==> config.mk <==
export PLATFORM = sky130hd
export DESIGN_NAME = func_sweep_ctrl
export DESIGN_NICKNAME = d
export VERILOG_FILES = /design/src/rtl/func_sweep_ctrl.sv
export SDC_FILE = /design/constraint.sdc
export NUM_CORES = 1
export LEC_CHECK = 0
export ABC_AREA = 1
export ABC_CLOCK_PERIOD_IN_PS = 4000
export CAP_MARGIN = 5
export CORE_ASPECT_RATIO = 2
export CORE_MARGIN = 4
export CORE_UTILIZATION = 52
export DETAILED_ROUTE_END_ITERATION = 8
export PLACE_DENSITY = 0.81
export SLEW_MARGIN = 20
export SYNTH_ARGS = -nofsm -noshare
export SYNTH_HDL_FRONTEND = slang
export SYNTH_SLANG_ARGS = --single-unit
==> constraint.sdc <==
create_clock -name emu_clk -period 4 [get_ports emu_clk]
set_input_delay 0.8 -clock emu_clk [delete_from_list [all_inputs] [get_ports emu_clk]]
set_output_delay 0.8 -clock emu_clk [all_outputs]
set_load 0.01 [all_outputs]
==> src/rtl/func_sweep_ctrl.sv <==
// Sweep sequencer: steps a function block's input from cfg_start to cfg_stop and streams (in, out) samples.
// Latency: start pulse to first samp_valid is SETTLE_CYC+2 cycles; each later point takes SETTLE_CYC+2 cycles
// (STEP + SETTLE + EMIT) plus any consumer stall. Backpressure: samp_valid holds in EMIT until samp_ready; no drop.
//
// Ports:
//   emu_clk, emu_rst_n        clock, asynchronous active-low reset
//   start, abort              1-cycle sweep start pulse; level abort (wins over start)
//   cfg_start/step/stop       signed sweep configuration, captured when a start is accepted
//   in_ / out                 drive to / response from the function block
//   busy, done                sweep in progress / sweep finished (held until next start)
//   samp_valid/ready/in/out/idx  sample stream, valid/ready handshake
//   n_samp                    samples accepted in current/last sweep (saturating)
//   out_min, out_max          only with SWEEP_STATS_EN: extremes of accepted samp_out
//
// Optional feature macro: SWEEP_STATS_EN (adds out_min/out_max tracking).

module func_sweep_ctrl #(
  parameter int IN_W       = 16,
  parameter int OUT_W      = 16,
  parameter int SETTLE_CYC = 8,
  parameter int IDX_W      = 16
) (
  input  logic             emu_clk,
  input  logic             emu_rst_n,
  input  logic             start,
  input  logic             abort,
  input  logic [IN_W-1:0]  cfg_start,
  input  logic [IN_W-1:0]  cfg_step,
  input  logic [IN_W-1:0]  cfg_stop,
  output logic [IN_W-1:0]  in_,
  input  logic [OUT_W-1:0] out,
  output logic             busy,
  output logic             done,
  output logic             samp_valid,
  input  logic             samp_ready,
  output logic [IN_W-1:0]  samp_in,
  output logic [OUT_W-1:0] samp_out,
  output logic [IDX_W-1:0] samp_idx,
  output logic [IDX_W-1:0] n_samp
`ifdef SWEEP_STATS_EN
  ,
  output logic [OUT_W-1:0] out_min,
  output logic [OUT_W-1:0] out_max
`endif
);

  // Settle counter only needs to reach SETTLE_CYC-1.
  localparam int CNT_W = (SETTLE_CYC > 1) ? $clog2(SETTLE_CYC) : 1;
  localparam logic [CNT_W-1:0] CNT_LAST = CNT_W'(SETTLE_CYC - 1);

  typedef enum logic [2:0] {
    ST_IDLE   = 3'd0,
    ST_LOAD   = 3'd1,
    ST_SETTLE = 3'd2,
    ST_EMIT   = 3'd3,
    ST_STEP   = 3'd4,
    ST_DONE   = 3'd5
  } state_t;

  state_t state_q, state_d;

  logic [IN_W-1:0]  cfg_start_q;
  logic [IN_W-1:0]  cfg_step_q;
  logic [IN_W-1:0]  cfg_stop_q;
  logic [IN_W-1:0]  in_q;
  logic [IN_W-1:0]  samp_in_q;
  logic [OUT_W-1:0] samp_out_q;
  logic [IDX_W-1:0] idx_q;
  logic [IDX_W-1:0] n_samp_q;
  logic [CNT_W-1:0] cnt_q;

  logic start_acc;   // start accepted from IDLE/DONE
  logic settle_end;  // last settle cycle of the current point
  logic handshake;   // sample transferred this cycle
  logic in_range;    // next point is to be visited

  // ---------------------------------------------------------------------------
  // Next-point arithmetic. The sum is formed one bit wider so that a wrap past
  // the IN_W range is visible as a mismatch of the two top bits; the stop
  // comparison is also done at the wider width so an overflowed value can
  // never look "in range".
  // ---------------------------------------------------------------------------
  logic [IN_W:0]        next_w;
  logic signed [IN_W:0] next_s;
  logic signed [IN_W:0] stop_s;
  logic                 no_ovf;
  logic                 step_pos;
  logic                 step_neg;

  always_comb begin
    next_w   = {in_q[IN_W-1], in_q} + {cfg_step_q[IN_W-1], cfg_step_q};
    next_s   = $signed(next_w);
    stop_s   = $signed({cfg_stop_q[IN_W-1], cfg_stop_q});
    no_ovf   = (next_w[IN_W] == next_w[IN_W-1]);
    step_neg = cfg_step_q[IN_W-1];
    step_pos = !cfg_step_q[IN_W-1] && (|cfg_step_q);
    // A zero step matches neither direction, so such a sweep ends after one sample.
    in_range = no_ovf && ((step_pos && (next_s <= stop_s)) ||
                          (step_neg && (next_s >= stop_s)));
  end

  assign start_acc  = ((state_q == ST_IDLE) || (state_q == ST_DONE)) && start && !abort;
  assign settle_end = (state_q == ST_SETTLE) && (cnt_q == CNT_LAST);
  // A sample the consumer takes in the same cycle as abort has left the block,
  // so it is counted; only a sample still waiting is discarded.
  assign handshake  = (state_q == ST_EMIT) && samp_ready;

  // ---------------------------------------------------------------------------
  // FSM: state register
  // ---------------------------------------------------------------------------
  always_ff @(posedge emu_clk or negedge emu_rst_n) begin
    if (!emu_rst_n) begin
      state_q <= ST_IDLE;
    end else begin
      state_q <= state_d;
    end
  end

  // ---------------------------------------------------------------------------
  // FSM: next-state logic. Abort dominates every busy state and also
  // suppresses a start in IDLE/DONE.
  // ---------------------------------------------------------------------------
  always_comb begin
    state_d = state_q;
    unique case (state_q)
      ST_IDLE, ST_DONE: begin
        if (start_acc) state_d = ST_LOAD;
      end
      ST_LOAD: begin
        state_d = abort ? ST_DONE : ST_SETTLE;
      end
      ST_SETTLE: begin
        if (abort)           state_d = ST_DONE;
        else if (settle_end) state_d = ST_EMIT;
      end
      ST_EMIT: begin
        if (abort)           state_d = ST_DONE;
        else if (samp_ready) state_d = ST_STEP;
      end
      ST_STEP: begin
        if (abort || !in_range) state_d = ST_DONE;
        else                    state_d = ST_SETTLE;
      end
      default: state_d = ST_IDLE;
    endcase
  end

  // ---------------------------------------------------------------------------
  // FSM: outputs decoded from the registered state
  // ---------------------------------------------------------------------------
  always_comb begin
    busy       = 1'b0;
    done       = 1'b0;
    samp_valid = 1'b0;
    unique case (state_q)
      ST_LOAD, ST_SETTLE, ST_STEP: busy = 1'b1;
      ST_EMIT: begin
        busy       = 1'b1;
        samp_valid = 1'b1;
      end
      ST_DONE: done = 1'b1;
      default: ;
    endcase
  end

  // ---------------------------------------------------------------------------
  // Datapath registers
  // ---------------------------------------------------------------------------
  always_ff @(posedge emu_clk or negedge emu_rst_n) begin
    if (!emu_rst_n) begin
      cfg_start_q <= '0;
      cfg_step_q  <= '0;
      cfg_stop_q  <= '0;
      in_q        <= '0;
      samp_in_q   <= '0;
      samp_out_q  <= '0;
      idx_q       <= '0;
      n_samp_q    <= '0;
      cnt_q       <= '0;
    end else begin
      if (start_acc) begin
        cfg_start_q <= cfg_start;
        cfg_step_q  <= cfg_step;
        cfg_stop_q  <= cfg_stop;
      end

      if ((state_q == ST_LOAD) && !abort) begin
        in_q     <= cfg_start_q;
        idx_q    <= '0;
        n_samp_q <= '0;
        cnt_q    <= '0;
      end

      if ((state_q == ST_SETTLE) && !abort) begin
        if (settle_end) begin
          // in_ has been stable for SETTLE_CYC cycles: the pair is coherent.
          samp_in_q  <= in_q;
          samp_out_q <= out;
          cnt_q      <= '0;
        end else begin
          cnt_q <= cnt_q + 1'b1;
        end
      end

      if (handshake && (n_samp_q != {IDX_W{1'b1}})) begin
        n_samp_q <= n_samp_q + 1'b1;
      end

      if ((state_q == ST_STEP) && !abort && in_range) begin
        in_q  <= next_w[IN_W-1:0];
        idx_q <= idx_q + 1'b1;   // wraps by design
        cnt_q <= '0;
      end
    end
  end

  assign in_      = in_q;
  assign samp_in  = samp_in_q;
  assign samp_out = samp_out_q;
  assign samp_idx = idx_q;
  assign n_samp   = n_samp_q;

`ifdef SWEEP_STATS_EN
  // Extremes start at the opposite ends (+max / -max) so the first accepted
  // sample overwrites both.
  localparam logic [OUT_W-1:0] OUT_POS_MAX = {1'b0, {(OUT_W-1){1'b1}}};
  localparam logic [OUT_W-1:0] OUT_NEG_MAX = {1'b1, {(OUT_W-2){1'b0}}, 1'b1};

  logic [OUT_W-1:0] out_min_q;
  logic [OUT_W-1:0] out_max_q;

  always_ff @(posedge emu_clk or negedge emu_rst_n) begin
    if (!emu_rst_n) begin
      out_min_q <= OUT_POS_MAX;
      out_max_q <= OUT_NEG_MAX;
    end else if ((state_q == ST_LOAD) && !abort) begin
      out_min_q <= OUT_POS_MAX;
      out_max_q <= OUT_NEG_MAX;
    end else if (handshake) begin
      if ($signed(samp_out_q) < $signed(out_min_q)) out_min_q <= samp_out_q;
      if ($signed(samp_out_q) > $signed(out_max_q)) out_max_q <= samp_out_q;
    end
  end

  assign out_min = out_min_q;
  assign out_max = out_max_q;
`endif

endmodule

==> results of run 1 <==
==> sequential cells by signal (all words and copies together), names as in the netlist <==
name         count
n_samp          16
cfg_step_q      16
samp_in         16
samp_out        16
samp_idx        16
cnt_q            3
in_             16
cfg_stop_q      16
state_q          3
cfg_start_q     16
==> synth_stat cells, types with 12 or more instances <==
cell type  instances
nor2_1            55
ha_1              37
o21ai_2           16
inv_1             82
mux2_2            63
a21oi_1           32
o21ai_1           12
nand4_1           23
nand2_1          131
dfrtp_1          134
xor2_1            24
nand3_1           73
==> timing repair <==
item | CTS | global route
endpoints found under the setup margin | 0 | 38
buffers inserted | 0 | 3
gates resized for setup | 0 | 14
==> through the flow <==
step	hold slack (ns)	setup TNS, ns	worst slack, ns	instance area [µm²]
6_report	0.375	0	0.309	9870
5_1_grt	0.422	-0.00423	-0.00423	9870
4_1_cts	0.419	0	0.0918	9730
3_5_place_dp	0.474	0	0.131	9060
3_3_place_gp	0.467	0	0.271	9060
2_1_floorplan	0.451	0	0.648	7370
==> cells in the final DEF, fill, tap and decap left out, drive strengths merged <==
master | synthesis | layout
bufinv | 0 | 5
clkinvlp | 0 | 2
nand3b | 3 | 3
clkbuf | 8 | 20
nor3 | 6 | 6
nand3 | 80 | 80
and2 | 1 | 1
nor4 | 3 | 3
a21o | 3 | 3
ha | 37 | 37
xor2 | 24 | 24
xnor2 | 8 | 8
a21oi | 33 | 33
o21ai | 36 | 36
or2 | 5 | 5
o21bai | 1 | 1
buf | 16 | 11
inv | 86 | 89
o22ai | 8 | 8
fa | 1 | 1
mux2 | 63 | 63
nand4 | 23 | 23
nor2 | 60 | 60
dfrtp | 134 | 134
diode | 0 | 2
clkdlybuf4s50 | 0 | 150
nand2 | 135 | 135
clkinv | 1 | 4
a31oi | 5 | 5
==> cell families after synthesis <==
family / after synthesis
simple gates: 316
compound gates: 86
flops: 134
buf+inv: 111
fa+ha+maj: 38
xor+xnor: 32
mux: 63
==> power by group <==
part           total [mW]  internal (mW)  leakage (nW)  switching [mW]
logic                3.93           1.60          2.54            2.33
registers            2.02           1.71          1.72           0.308
clock network        1.76           1.15         0.321           0.610
total                7.70           4.45          4.58            3.25
==> routing by layer <==
| layer | vias to the layer above | wire (µm) |
|---|---|---|
| li1 | 2930 | - |
| met1 | 2947 | 6680 |
| met2 | 196 | 10600 |
| met3 | 70 | 649 |
| met4 | 0 | 899 |
| met5 | - | 0 |
==> path summary, 6_finish.rpt <==
kind	to	depth (start not counted)	startpoint	slack [ns]
min in group emu_clk	in_[8]$_DFFE_PN0P_	2	cfg_start_q[8]$_DFFE_PN0P_	0.48
min reg2reg	in_[8]$_DFFE_PN0P_	2	cfg_start_q[8]$_DFFE_PN0P_	0.48
min	samp_out[3]$_DFFE_PN0P_	1	emu_rst_n	0.38
max reg2reg	in_[2]$_DFFE_PN0P_	26	in_[1]$_DFFE_PN0P_	0.31
max	in_[2]$_DFFE_PN0P_	26	in_[1]$_DFFE_PN0P_	0.31
max in group asynchronous	in_[5]$_DFFE_PN0P_	2	emu_rst_n	2.80
==> critical path, cell delays in order (launching register included) <==
cell	delay, ns
dfrtp_1	0.43
ha_1	0.31
nand3_1	0.08
nand2_1	0.15
nand2_1	0.07
nand2_1	0.15
a21oi_1	0.12
or2_2	0.29
nand2_1	0.07
nand2_1	0.05
nand2_1	0.07
inv_1	0.05
ha_1	0.27
nand2_1	0.08
nor2_2	0.12
nand2_1	0.09
nor2_1	0.09
nand2_1	0.10
nand4_1	0.12
nand3_1	0.11
nand2_2	0.09
nand2_4	0.07
nand3_4	0.11
clkbuf_16	0.23
nand2_1	0.08
nand2_1	0.08
nand2_1	0.05
==> cell type report <==
cell class	instances	area share
clock buffers	19	0.0459
inverters	87	0.0333
diodes	2	0.000507
clock inverters	13	0.0221
flip-flops and latches	134	0.340
well taps	189	0.0240
multi-input cells	535	0.366
repair buffers	162	0.168
==> out/metrics.cfg, run 1 <==
[outcome]
outcome = finished clean

[synthesis]
syn_avg_cell_area_um2 = 9.44
yosys_register_bits = 134
ys_seq_area_frac = 0.455
synth_cells = 780
syn-num-nets = 887
netlist_top_cells_area = dfrtp_1 (46%), mux2_2 (9.6%), nand2_1 (6.7%)
synth_edf_count = 0
synth_cell_types = 41
synth.area.mux_share = 0.0963
syn_area_mm2 = 0.00737
synth_top_family_by_area = simple AND/OR/NAND/NOR gates
yosysWarnings = 0
synth-compound-area-share = 0.0790
ys.flop_type = dfrtp_1
synth_top_area_share = 0.455
synth_xor_area_frac = 0.0380
synth_top_cell_by_area = dfrtp_1
synthArstFlopShare = 1.00
synth-simple-area-share = 0.201
synth-adder-area-share = 0.0656

[placement]
gp_congestion = 0.920
placed_cells = 1103
dp_hpwl_mm = 13.8
numPortBuffers = 151

[flow_run]
cap_violations = 0

[critical_path]
end_kind = flop
crit_required_ns = 4.30
crit_arrival_ns = 3.99
cp-start-kind = flop
crit_fanout = 26
path_class = reg2reg

[detailed_routing]
first_pass_iters = 7
route.detailed.drc = 0
wl_per_cell_um = 16.5
num_vias = 6143
antenna_left = 0
drtIter0Drc = 279
via_per_inst = 5.38
wl_mm = 18.8

[final_layout]
fill_cells = 1035
syn2layout_area_growth_pct = 34.0
layout-drive-gt1-share = 0.178
final_cells = 1141
nets = 1044
final_core_util = 0.711
regArea_mm2 = 0.00335
multiInputGateArea_mm2 = 0.00362

[floorplan]
dieWidth_um = 92.2
fp-row-count = 61
boundaryPins = 152
die_y_um = 176
dieArea_mm2 = 0.0163
start_util = 0.530
coreArea_mm2 = 0.0139

[grt]
grt_max_degree = 74
grt_busiest_layer = met2
met2_usage = 0.442
grt_pass1_vias = 6264
grt_pass1_wl_mm = 30.0
met3_usage = 0.0277
grt_usage = 0.233
use_met1 = 0.240
antenna_found_initial = 2
grt_remaining_overflow = 0

[timing]
hold_viol_final = 0
slew_violations = 0
worst_pin_slew_ns = 0.727
maxSlewHeadroom = 0.515
min_period_ns = 3.69
fin_worst_skew_ns = 0.00855
setup_violations = 0
fin_crit_sh = 0.923
clock.fmax_mhz = 271

[power]
powerDensity_mw_per_mm2 = 780
p_total_mw = 7.70
p_leak_nw = 4.58
peakVddDrop_mv = 0.622

[cts]
htreeDepth = 4
numCtsBuffers = 17
cts_root_buffer = clkbuf_16
clkTransAtPathRegs_ns = 0.06
ctsHoldBuffers = 0
clk_latency_ns = 0.42
cts_buffer_depth = 2
cts.sinks = 134
cts_tree = yes

[min_path]
hold_path_class = in2async

No activity file was read; power rests on OpenSTA's default activity.
==> run 2: changes to the inputs <==
--- a/config.mk
+++ b/config.mk
@@ -6,13 +6,13 @@
 export NUM_CORES = 1
 export LEC_CHECK = 0
 export ABC_AREA = 1
-export ABC_CLOCK_PERIOD_IN_PS = 4000
+export ABC_CLOCK_PERIOD_IN_PS = 4400
 export CAP_MARGIN = 5
 export CORE_ASPECT_RATIO = 2
 export CORE_MARGIN = 4
-export CORE_UTILIZATION = 52
+export CORE_UTILIZATION = 56
 export DETAILED_ROUTE_END_ITERATION = 8
-export PLACE_DENSITY = 0.81
+export PLACE_DENSITY = 0.86
 export SLEW_MARGIN = 20
 export SYNTH_ARGS = -nofsm -noshare
 export SYNTH_HDL_FRONTEND = slang
==> constraint.sdc (replaced) <==
create_clock -name emu_clk -period 4.4 [get_ports emu_clk]
set_input_delay 0.88 -clock emu_clk [delete_from_list [all_inputs] [get_ports emu_clk]]
set_output_delay 0.88 -clock emu_clk [all_outputs]
set_load 0.01 [all_outputs]
==> out/metrics.cfg, run 2 (synthesis results as in run 1) <==
[critical_path]
crit_required_ns = 4.69  ; was 4.30 ns
reg2reg_depth = 26  ; unchanged
crit_arrival_ns = 4.54  ; was 3.99 ns
path_class = reg2reg  ; unchanged
reg2reg_from = in_[0]$_DFFE_PN0P_  ; was in_[1]$_DFFE_PN0P_
crit_fanout = 33  ; was 26
cp-startpoint = in_[0]$_DFFE_PN0P_  ; was in_[1]$_DFFE_PN0P_
cp-start-kind = flop  ; unchanged
end_kind = flop  ; unchanged

[placement]
postPlaceCellArea_mm2 = 0.00899  ; was 0.00906 mm²
dp_hpwl_mm = 13.8  ; about the same
numPortBuffers = 151  ; unchanged
gp_congestion = 0.928  ; was 0.920

[cts]
cts_root_buffer = clkbuf_16  ; unchanged
clkTransAtPathRegs_ns = 0.06  ; about the same
cts.sinks = 134  ; unchanged
clk_latency_ns = 0.42  ; about the same
htreeDepth = 4  ; unchanged
cts_tree = yes  ; unchanged
numCtsBuffers = 17  ; unchanged
cts_buffer_depth = 2  ; unchanged

[final_layout]
nets = 1043  ; was 1044
mostFrequentLayoutCell = clkdlybuf4s50_1  ; unchanged
final_cell_mix = clkdlybuf4s50_1 (150), dfrtp_1 (134), nand2_1 (131)  ; was clkdlybuf4s50_1 (150), dfrtp_1 (133), nand2_1 (131)
final_area_mm2 = 0.00962  ; was 0.00987 mm²
layout-drive-gt1-share = 0.169  ; was 0.178
syn2layout_area_growth_pct = 30.6  ; was 34.0%

[power]
powerDensity_mw_per_mm2 = 687  ; was 780 mW/mm²
p_leak_nw = 4.52  ; was 4.58 nW
p_total_mw = 6.61  ; was 7.70 mW
peakVddDrop_mv = 0.621  ; was 0.622 mV

[floorplan]
die_y_um = 170  ; was 176 µm
coreArea_mm2 = 0.0130  ; was 0.0139 mm²
boundaryPins = 152  ; unchanged
dieArea_mm2 = 0.0152  ; was 0.0163 mm²
fp-row-count = 59  ; was 61
dieWidth_um = 89.1  ; was 92.2 µm
start_util = 0.567  ; was 0.530

[detailed_routing]
route.detailed.drc = 0  ; unchanged
first_pass_iters = 6  ; was 7
drtIter0Drc = 453  ; was 279
num_vias = 6205  ; was 6143
via_per_inst = 5.63  ; was 5.38
wl_mm = 19.0  ; was 18.8 mm
wl_per_cell_um = 17.3  ; was 16.5 µm
antenna_left = 0  ; unchanged

[timing]
min_period_ns = 4.26  ; was 3.69 ns
clock.fmax_mhz = 235  ; was 271 MHz
fin_worst_skew_ns = 0.0107  ; was 0.00855 ns
slew_violations = 0  ; unchanged
fin_crit_sh = 0.967  ; was 0.923
setup_violations = 0  ; unchanged
maxSlewHeadroom = 0.456  ; was 0.515
hold_viol_final = 0  ; unchanged
worst_pin_slew_ns = 0.816  ; was 0.727 ns

[grt]
grt_pass1_vias = 6247  ; was 6264
grt_max_degree = 88  ; was 74
grt_usage = 0.256  ; was 0.233
grt_pass1_wl_mm = 29.9  ; was 30.0 mm
antenna_found_initial = 1  ; was 2
grt_remaining_overflow = 0  ; unchanged

[min_path]
hold_path_class = in2async  ; unchanged

[outcome]
outcome = finished clean  ; unchanged

[flow_run]
cap_violations = 0  ; unchanged

==> run 2: changes by cell type in the layout (fill, tap and decap cells not counted), sizes merged <==
cell	before	now
diode	2	1
buf	11	10
clkinvlp	2	4
clkbuf	20	18
nand3	80	81
bufinv	5	2
clkinv	4	6
==> run 2: power by group <==
part	total (mW)	switching (mW)	internal, mW
clock	1.41	0.559	0.854
sequential	1.83	0.277	1.55
combinational	3.37	2.07	1.29
==> run 2: metal layers <==
metal	part of all wire	track usage
met5	0	0
met4	0.048	0.144
met3	0.043	0.0499
met2	0.57	0.462
met1	0.34	0.266
==> run 2: final timing paths <==
check | endpoint | slack [ns]
max | in_[5]$_DFFE_PN0P_ | 0.14
min | n_samp[14]$_DFFE_PN0P_ | 0.49
max reg2reg | in_[5]$_DFFE_PN0P_ | 0.14
min reg2reg | cnt_q[0]$_DFFE_PN0P_ | 0.49
max in group asynchronous | cfg_step_q[7]$_DFFE_PN0P_ | 2.98
min in group emu_clk | cnt_q[0]$_DFFE_PN0P_ | 0.49
==> run 2: through the flow <==
stage                     cells  setup slack (ns)  hold slack, ns  TNS (ns)  utilization
final                      1102             0.143           0.489         0        0.740
after global routing       1102           -0.0331           0.506    -0.128        0.740
after CTS                  1097             0.148           0.488         0        0.737
after detailed placement   1065             0.242           0.478         0        0.692
after global placement     1065             0.361           0.467         0        0.692
after floorplan             780              1.05           0.451         0            -
==> run 2: final cells by class <==
class                   count  area, µm²
repair buffers            160       1610
flip-flops and latches    134       3350
clock buffers              18        439
inverters                  87        329
multi-input cells         536       3550
clock inverters            14        151
well taps                 152        190
fillers                   907       3370
diodes                      1       2.50
==> run 2: critical path, cell delays in order, from the launching register on <==
cell     delay [ns]
dfrtp_1        0.45
ha_1           0.23
inv_1          0.07
fa_1           0.43
o21ai_2        0.24
nand2_1        0.10
nand3_2        0.13
nand2_1        0.07
nand2_1        0.11
nand2_1        0.11
nand3_1        0.10
nand2_1        0.12
ha_1           0.32
nand2_1        0.08
nor2_2         0.12
nand2_1        0.10
nor2_1         0.13
nand2_1        0.10
nand3_2        0.09
nand2_1        0.05
nand3_1        0.08
nand2_2        0.07
nand2_4        0.21
nand3_4        0.19
buf_12         0.25
nand3_1        0.08
nand3_1        0.08
==> run 2: timing repair <==
action | 4_1_cts | 5_1_grt
setup buffers | 0 | 3
endpoints found under the setup margin | 0 | 23
hold buffers | 0 | 0
gates resized for setup | 0 | 1
==> run 3: changes to the inputs <==
--- a/config.mk
+++ b/config.mk
@@ -12,7 +12,9 @@
 export CORE_MARGIN = 4
 export CORE_UTILIZATION = 56
 export DETAILED_ROUTE_END_ITERATION = 8
+export HOLD_SLACK_MARGIN = 0.05
 export PLACE_DENSITY = 0.86
+export RECOVER_POWER = 25
 export SLEW_MARGIN = 20
 export SYNTH_ARGS = -nofsm -noshare
 export SYNTH_HDL_FRONTEND = slang
==> out/metrics.cfg, run 3 (synthesis results as in run 1) <==
[cts]
cts.sinks = 134  ; unchanged
cts_buffer_depth = 2  ; unchanged
cts_root_buffer = clkbuf_16  ; unchanged
numCtsBuffers = 17  ; unchanged
cts_tree = yes  ; unchanged
clk_latency_ns = 0.43  ; was 0.42 ns
htreeDepth = 4  ; unchanged
clkTransAtPathRegs_ns = 0.06  ; about the same

[critical_path]
crit_top_cell = nand2_1  ; unchanged
crit_required_ns = 4.69  ; about the same
crit_fanout = 33  ; unchanged
reg2reg_depth = 26  ; unchanged
path_class = reg2reg  ; unchanged
r2r_end = in_[5]$_DFFE_PN0P_  ; unchanged
r2r_slack_ns = 0.15  ; was 0.14 ns
slowest_delay_ns = 0.45  ; about the same
cp-start-kind = flop  ; unchanged
crit_arrival_ns = 4.54  ; about the same
end_kind = flop  ; unchanged
reg2reg_from = in_[0]$_DFFE_PN0P_  ; unchanged
crit_path_top_delay_cell = dfrtp_1  ; unchanged

[timing]
hold_viol_final = 0  ; unchanged
maxSlewHeadroom = -0.451  ; was 0.456
fin_worst_skew_ns = 0.0108  ; was 0.0107 ns
fin_crit_sh = 0.966  ; was 0.967
worst_pin_slew_ns = 2.18  ; was 0.816 ns
setup_tns_ns = 0  ; unchanged
slew_violations = 88  ; was 0
clock.fmax_mhz = 235  ; about the same
postLayoutSetupSlackWorst_ns = 0.150  ; was 0.143 ns
setup_violations = 0  ; unchanged
min_period_ns = 4.25  ; was 4.26 ns

[detailed_routing]
wl_met2_mm = 10.8  ; about the same
first_pass_iters = 5  ; was 6
drtIter0Drc = 421  ; was 453
wl_met3_um = 822  ; was 824 µm
num_vias = 6214  ; was 6205
via_per_inst = 5.64  ; was 5.63
antenna_left = 0  ; unchanged
drt-met1-wl_mm = 6.46  ; about the same
highest_layer = met4  ; unchanged
wl_per_cell_um = 17.2  ; was 17.3 µm
wl_mm = 19.0  ; about the same
route.detailed.drc = 0  ; unchanged

[flow_run]
cap_violations = 1  ; was 0

[power]
p_leak_nw = 4.51  ; was 4.52 nW
peakVddDrop_mv = 0.616  ; was 0.621 mV
power_switching_mw = 2.91  ; about the same
power_frac_clock = 0.214  ; about the same
combPwrFrac = 0.509  ; about the same
p_total_mw = 6.60  ; was 6.61 mW
powerDensity_mw_per_mm2 = 687  ; about the same
intPower_mw = 3.70  ; about the same
switching_share = 0.440  ; was 0.441
seqPwrFrac = 0.277  ; about the same

[placement]
gp_congestion = 0.928  ; unchanged
dp_slack_ns = 0.242  ; unchanged
numPortBuffers = 151  ; unchanged
dp_hpwl_mm = 13.8  ; unchanged
postPlaceCellArea_mm2 = 0.00899  ; unchanged

[final_layout]
final_cell_mix = clkdlybuf4s50_1 (150), dfrtp_1 (134), nand2_1 (131)  ; unchanged
multiInputGateArea_mm2 = 0.00355  ; unchanged
mostFrequentLayoutCell = clkdlybuf4s50_1  ; unchanged
regArea_mm2 = 0.00335  ; unchanged
final_area_mm2 = 0.00961  ; was 0.00962 mm²
layout-drive-gt1-share = 0.168  ; was 0.169
syn2layout_area_growth_pct = 30.5  ; was 30.6%
nets = 1043  ; unchanged
fill_cells = 908  ; was 907

[grt]
grt_remaining_overflow = 0  ; unchanged
grt_max_degree = 88  ; unchanged
grt_pass1_vias = 6247  ; unchanged
grt_pass1_wl_mm = 29.9  ; unchanged
antenna_found_initial = 1  ; unchanged
grt_usage = 0.256  ; unchanged

[min_path]
min_path_cells = 1
min_to = cnt_q[0]$_DFFE_PN0P_
min-delay-start = cnt_q[0]$_DFFE_PN0P_
hold_path_class = reg2reg  ; was in2async

[floorplan]
dieArea_mm2 = 0.0152  ; unchanged
coreArea_mm2 = 0.0130  ; unchanged
start_util = 0.567  ; unchanged
fp-row-count = 59  ; unchanged
dieWidth_um = 89.1  ; unchanged
boundaryPins = 152  ; unchanged
die_y_um = 170  ; unchanged

[outcome]
violations = max-capacitance violations, max-slew violations
outcome = finished, violations left  ; was finished clean

-- run 3: cell count changes in the layout (fill, tap and decap cells not counted) --
cell      delta
clkbuf_2     +1
clkbuf_1     +1
buf_6        -1
buf_4        -1
-- run 3: repair_timing --
action | CTS | global route
hold buffers | 0 | 0
gates resized for setup | 0 | 1
endpoints found under the hold margin | 0 | 0
buffers inserted | 0 | 3
setup endpoints to repair | 0 | 23
-- run 3: worst max path at each step --
stage | from | cells after the start | slack [ns] | end
finish | in_[0]$_DFFE_PN0P_ | 26 | 0.15 | in_[5]$_DFFE_PN0P_
global route | in_[0]$_DFFE_PN0P_ | 26 | -0.03 | in_[0]$_DFFE_PN0P_
CTS | in_[0]$_DFFE_PN0P_ | 23 | 0.15 | samp_idx[1]$_DFFE_PN0P_
detailed placement | in_[0]$_DFFE_PN0P_ | 23 | 0.24 | in_[0]$_DFFE_PN0P_
global placement | in_[0]$_DFFE_PN0P_ | 23 | 0.36 | in_[6]$_DFFE_PN0P_
floorplan | in_[0]$_DFFE_PN0P_ | 23 | 1.05 | samp_idx[3]$_DFFE_PN0P_
-- run 3: critical path, delay by kind of cell, from the launching register on --
kind | cells | cell delay (ns)
AOI/OAI and AO/OA | 1 | 0.24
adders and majority gates | 3 | 0.98
buffers and inverters | 2 | 0.33
DFF | 1 | 0.45
and+or+nand+nor | 20 | 2.08
-- run 3: metal layers --
metal | up-vias | global-route usage
li1 | 2932 | -
met1 | 2991 | 0.266
met2 | 217 | 0.462
met3 | 74 | 0.0499
met4 | 0 | 0.144
met5 | - | 0
-- run 3: power groups by stage --
stage	registers [mW]	clock network, mW	logic (mW)
after floorplan	1.78	0	2.40
after global placement	1.82	0	3.14
after detailed placement	1.83	0	3.23
after CTS	1.82	1.42	3.28
after global routing	1.86	1.49	3.80
final	1.83	1.41	3.36
-- run 3: area by class of cell --
cell class,count,area share
Antenna cell,1,0.000260
Clock buffer,18,0.0457
Clock inverter,14,0.0158
Inverter,87,0.0342
Multi-Input combinational cell,536,0.369
Sequential cell,134,0.349
Tap cell,152,0.0198
Timing Repair Buffer,160,0.166
-- run 3: per-stage QoR --
step	utilization	hold WS (ns)	cells
finish	0.740	0.490	1102
global route	0.740	0.506	1102
CTS	0.737	0.488	1097
detailed placement	0.692	0.478	1065
global placement	0.692	0.467	1065
floorplan	-	0.451	780
